--- config.mk ---
export PLATFORM = sky130hd
export DESIGN_NAME = cond_exec_ctrl
export DESIGN_NICKNAME = d
export VERILOG_FILES = /design/src/rtl/cond_exec_ctrl.sv
export SDC_FILE = /design/constraint.sdc
export NUM_CORES = 1
export LEC_CHECK = 0
export BUFFER_PORTS_ARGS = -buffer_cell sky130_fd_sc_hd__buf_2
export CELL_PAD_IN_SITES_DETAIL_PLACEMENT = 1
export CELL_PAD_IN_SITES_GLOBAL_PLACEMENT = 2
export CORE_MARGIN = 2
export CORE_UTILIZATION = 32
export CTS_CLUSTER_DIAMETER = 80
export DETAILED_ROUTE_END_ITERATION = 16
export PLACE_DENSITY = 0.82
export REMOVE_ABC_BUFFERS = 1
export SLEW_MARGIN = 20
export SYNTH_ARGS = -nofsm -noshare
export SYNTH_HDL_FRONTEND = slang
export SYNTH_SLANG_ARGS = --single-unit
--- constraint.sdc ---
create_clock -name clk -period 6.85 [get_ports clk]
set_input_delay 1.37 -clock clk [delete_from_list [all_inputs] [get_ports clk]]
set_output_delay 1.37 -clock clk [all_outputs]
set_load 0.005 [all_outputs]
--- src/rtl/cond_exec_ctrl.sv ---
// ARM-style conditional execution controller: evaluates the condition field against the
// NZCV flags, then issues or annuls the instruction. Optional macro COND_NV_NEVER_EN makes cond=4'hF never pass.
module cond_exec_ctrl #(
    parameter int CNT_W = 16
) (
    input  logic             clk,
    input  logic             rst,
    input  logic             in_valid,
    output logic             in_ready,
    input  logic [3:0]       in_cond,
    input  logic             in_s,
    output logic             iss_valid,
    input  logic             iss_ready,
    output logic             iss_annul,
    input  logic             wb_valid,
    input  logic [3:0]       wb_nzcv,
    input  logic             psr_we,
    input  logic [3:0]       psr_nzcv,
    output logic [3:0]       flags,
    output logic             busy,
    output logic [CNT_W-1:0] exec_cnt,
    output logic [CNT_W-1:0] skip_cnt
);
    typedef enum logic [1:0] {IDLE, ISSUE, WAIT_WB} state_t;

    state_t state, state_nx;
    logic   s_lat;
    logic   cond_pass;
    logic   accept, iss_fire, wb_take;
    logic   n, z, c, v;

    assign {n, z, c, v} = flags;

    always_comb begin
        cond_pass = 1'b0;
        case (in_cond)
            4'h0: cond_pass = z;
            4'h1: cond_pass = !z;
            4'h2: cond_pass = c;
            4'h3: cond_pass = !c;
            4'h4: cond_pass = n;
            4'h5: cond_pass = !n;
            4'h6: cond_pass = v;
            4'h7: cond_pass = !v;
            4'h8: cond_pass = c && !z;
            4'h9: cond_pass = !c || z;
            4'hA: cond_pass = (n == v);
            4'hB: cond_pass = (n != v);
            4'hC: cond_pass = !z && (n == v);
            4'hD: cond_pass = z || (n != v);
            4'hE: cond_pass = 1'b1;
            4'hF: begin
`ifdef COND_NV_NEVER_EN
                cond_pass = 1'b0;
`else
                cond_pass = 1'b1;
`endif
            end
            default: cond_pass = 1'b0;
        endcase
    end

    always_comb begin
        state_nx  = state;
        in_ready  = 1'b0;
        iss_valid = 1'b0;
        busy      = 1'b1;
        accept    = 1'b0;
        iss_fire  = 1'b0;
        wb_take   = 1'b0;
        case (state)
            IDLE: begin
                in_ready = 1'b1;
                busy     = 1'b0;
                accept   = in_valid;
                if (in_valid && cond_pass)
                    state_nx = ISSUE;
            end
            ISSUE: begin
                iss_valid = 1'b1;
                iss_fire  = iss_ready;
                if (iss_ready)
                    state_nx = s_lat ? WAIT_WB : IDLE;
            end
            WAIT_WB: begin
                wb_take = wb_valid;
                if (wb_valid)
                    state_nx = IDLE;
            end
            default: state_nx = IDLE;
        endcase
    end

    always_ff @(posedge clk) begin
        if (rst) begin
            state     <= IDLE;
            flags     <= 4'b0000;
            s_lat     <= 1'b0;
            iss_annul <= 1'b0;
            exec_cnt  <= '0;
            skip_cnt  <= '0;
        end else begin
            state     <= state_nx;
            iss_annul <= accept && !cond_pass;
            if (accept && cond_pass)
                s_lat <= in_s;
            // ALU writeback outranks a concurrent MSR write
            if (wb_take)
                flags <= wb_nzcv;
            else if (psr_we)
                flags <= psr_nzcv;
            if (iss_fire && exec_cnt != '1)
                exec_cnt <= exec_cnt + 1'b1;
            if (accept && !cond_pass && skip_cnt != '1)
                skip_cnt <= skip_cnt + 1'b1;
        end
    end
endmodule

==> impl_metrics.csv <==
group,metric,value,unit
outcome,status,"completed",
min_path,min_path_type,"reg -> reg",
synthesis,synth_cell_types,46,
clock_network,numCtsBuffers,5,
route,drc,0,
synthesis,ys_warn_count,0,
route,drtIter0Drc,90,
cells_and_area,syn2layout_area_growth,18.92,%
synthesis,synth-edff-count,0,
worst_setup_path,cp.arrival,3.83,ns
clock_network,clock_path_buffers,2,
floorplanning,die_w,85.46,um
worst_setup_path,critical_path.startpoint,"in_cond[2]",
floorplanning,initial_utilization,0.3325,
sta,worst_slew_pin_slew,0.8914,ns
sta,max_freq,276.5,MHz
route,detail-route-antenna-nets,0,
clock_network,cts_tree,"yes",
worst_setup_path,cp_max_fo,33,
floorplanning,num_rows,29,
power,p_leak,1.002,nW
cells_and_area,nets,327,
synthesis,ys_seq_area_frac,0.3771,
place,pre_cts_slack,2.962,ns
floorplanning,die_y,85.46,um
cells_and_area,mostFrequentLayoutCells,"58 x buf_2, 40 x dfxtp_1, 29 x nor2_1",
sta,setup_violations,0,
grt,grt_use_total,0.1566,
min_path,min-delay-start,"skip_cnt[4]",
floorplanning,die-area,7303,um^2
floorplanning,ioPinCount,59,
grt,antenna_found_initial,0,
route,wire_per_inst,14.21,um
sta,setup_slack,3.234,ns
grt,overflow,0,
cells_and_area,fin_area,2525,um^2
clock_network,clock_sink_count,40,
grt,grt_pass1_vias,1985,
synthesis,ys_ff_latch,40,
sta,fin_setup_tns,0,ns
grt,grt_max_degree,42,
cells_and_area,nFillCells,809,
place,globalplace.congestion,0.7637,
sta,slew_headroom,0.4045,
clock_network,clk_latency,0.29,ns
clock_network,cts_setup_buffers,0,
route,vias_per_cell,5.363,
synthesis,synth.area.top_cells,"dfxtp_1 38%, nor2_1 5.1%, o31ai_1 4.6%",
synthesis,synth.top_cell.area_share,0.3771,
worst_setup_path,rr_startpoint,"flags[3]",
cells_and_area,n_antenna_cell,0,
synthesis,netlist_instances,255,
power,max-vdd-ir-drop,0.06977,mV
sta,hold_viol,0,
route,drt_first_pass_iters,3,
clock_network,path_clk_slew,0.08,ns
sta,rsz0062_at_grt,"false",
run,cap_violations,0,
cells_and_area,final_common_cell,"buf_2",
clock_network,ctsHoldBuffers,0,
worst_setup_path,crit_required,7.06,ns
synthesis,synth_ff_type,"dfxtp_1",
synthesis,synthArstFlopShare,0,
sta,finalCritPeriodShare,0.5279,
sta,fin_crit,3.616,ns
grt,grt_pass1_wl,9.425,mm
floorplanning,fp.coreArea,6386,um^2
place,dpl.hpwl,3.890,mm
place,place_area,2447,um^2
clock_network,cts_resized,0,
route,vias,2054,
cells_and_area,final_layout_size_suffix_gt1_frac,0.2288,
worst_setup_path,worst-setup-path-type,"in -> reg",
synthesis,syn_area,2123,um^2
synthesis,synth.avg_cell_area,8.327,um^2
synthesis,yosys.area.top_type,"dfxtp_1",
place,port_buffers,58,
clock_network,cts-root-buf,"clkbuf_8",
sta,fin_worst_skew,0.006222,ns
route,routed_wl,5.441,mm
power,power_density,175.5,nW/um^2
worst_setup_path,start_kind,"input port",
clock_network,htree_levels,2,
sta,slew_viol_final,0,
worst_setup_path,end_kind,"flop",
## power by group
| group | total, mW | switching, mW | internal, mW |
|---|---|---|---|
| Combinational | 0.0515 | 0.0325 | 0.0190 |
| Clock | 0.150 | 0.0804 | 0.0693 |
| Sequential | 0.242 | 0.00534 | 0.236 |
## cell usage after synthesis (2+ instances only)
cell type / count
ha_1: 2
or4_1: 13
or3_1: 4
xnor2_1: 8
nand2_1: 14
nor2_1: 29
mux2i_1: 7
o31ai_1: 13
nand4_1: 8
a21oi_1: 19
and3_1: 3
buf_2: 5
inv_1: 10
o21ai_0: 2
a211oi_1: 5
xor2_1: 9
buf_1: 2
nor2b_1: 7
and3b_1: 2
nor4_1: 4
clkbuf_1: 6
nor3b_1: 2
dfxtp_1: 40
nor3_1: 5
nand3_1: 15
## registers in the layout, summed over array words and instances, names as in the netlist
register / count
exec_cnt: 16
skip_cnt: 16
flags: 4
state: 2
iss_annul: 1
s_lat: 1
## through the flow
| step | power [mW] | cells | utilization | hold WS (ns) |
|---|---|---|---|---|
| finish | 0.4431 | 383 | 0.3954 | 0.4976 |
| global placement | 0.2988 | 376 | 0.3832 | 0.4814 |
| floorplan | 0.2743 | 241 | - | 0.4607 |
| CTS | 0.4520 | 383 | 0.3954 | 0.4987 |
| detailed placement | 0.2994 | 376 | 0.3832 | 0.4873 |
| global route | 0.4698 | 383 | 0.3954 | 0.5386 |
## worst paths after layout
kind | to | slack (ns) | depth (start not counted)
min | skip_cnt[4] | 0.50 | 2
max | skip_cnt[10] | 3.23 | 7
min reg2reg | skip_cnt[4] | 0.50 | 2
max reg2reg | skip_cnt[10] | 4.06 | 6
## cell type report
| cell class | count | area, um^2 | area share |
|---|---|---|---|
| sequential | 40 | 800.8 | 0.3171 |
| multi-input combinational | 191 | 1222 | 0.4841 |
| inverter | 10 | 37.54 | 0.01487 |
| timing repair buffer | 58 | 290.3 | 0.1150 |
| tap | 77 | 96.34 | 0.03816 |
| clock inverter | 1 | 5.005 | 0.001982 |
| clock buffer | 6 | 72.57 | 0.02874 |
## logic make-up (layout without fill, tap and decap cells)
group / Yosys count / after routing / synth area share
xor gates and xnor gates: 17 / 17 / 0.07013
adders and majority gates: 2 / 2 / 0.01178
muxes: 8 / 8 / 0.03830
and+or+nand+nor: 115 / 115 / 0.2964
buffers and inverters: 24 / 75 / 0.04714
DFF: 40 / 40 / 0.3771
AOI/OAI and AO/OA: 49 / 49 / 0.1591
## critical path, stage by stage
cell      delay (ns)
buf_2           0.16
or3b_1          0.18
a21oi_1         0.06
o31ai_1         0.39
nand4_2         0.65
or4_1           0.75
a221oi_2        0.26
## metal layers
metal / up-vias / global-route usage / wire, um
met1: 972 / 0.2013 / 2588
met3: 9 / 0.03794 / 247
met5: - / 0 / 0
met4: 0 / 0.04329 / 68
li1: 1035 / - / -
met2: 38 / 0.2614 / 2537
Power figures use the tool's default switching activity.
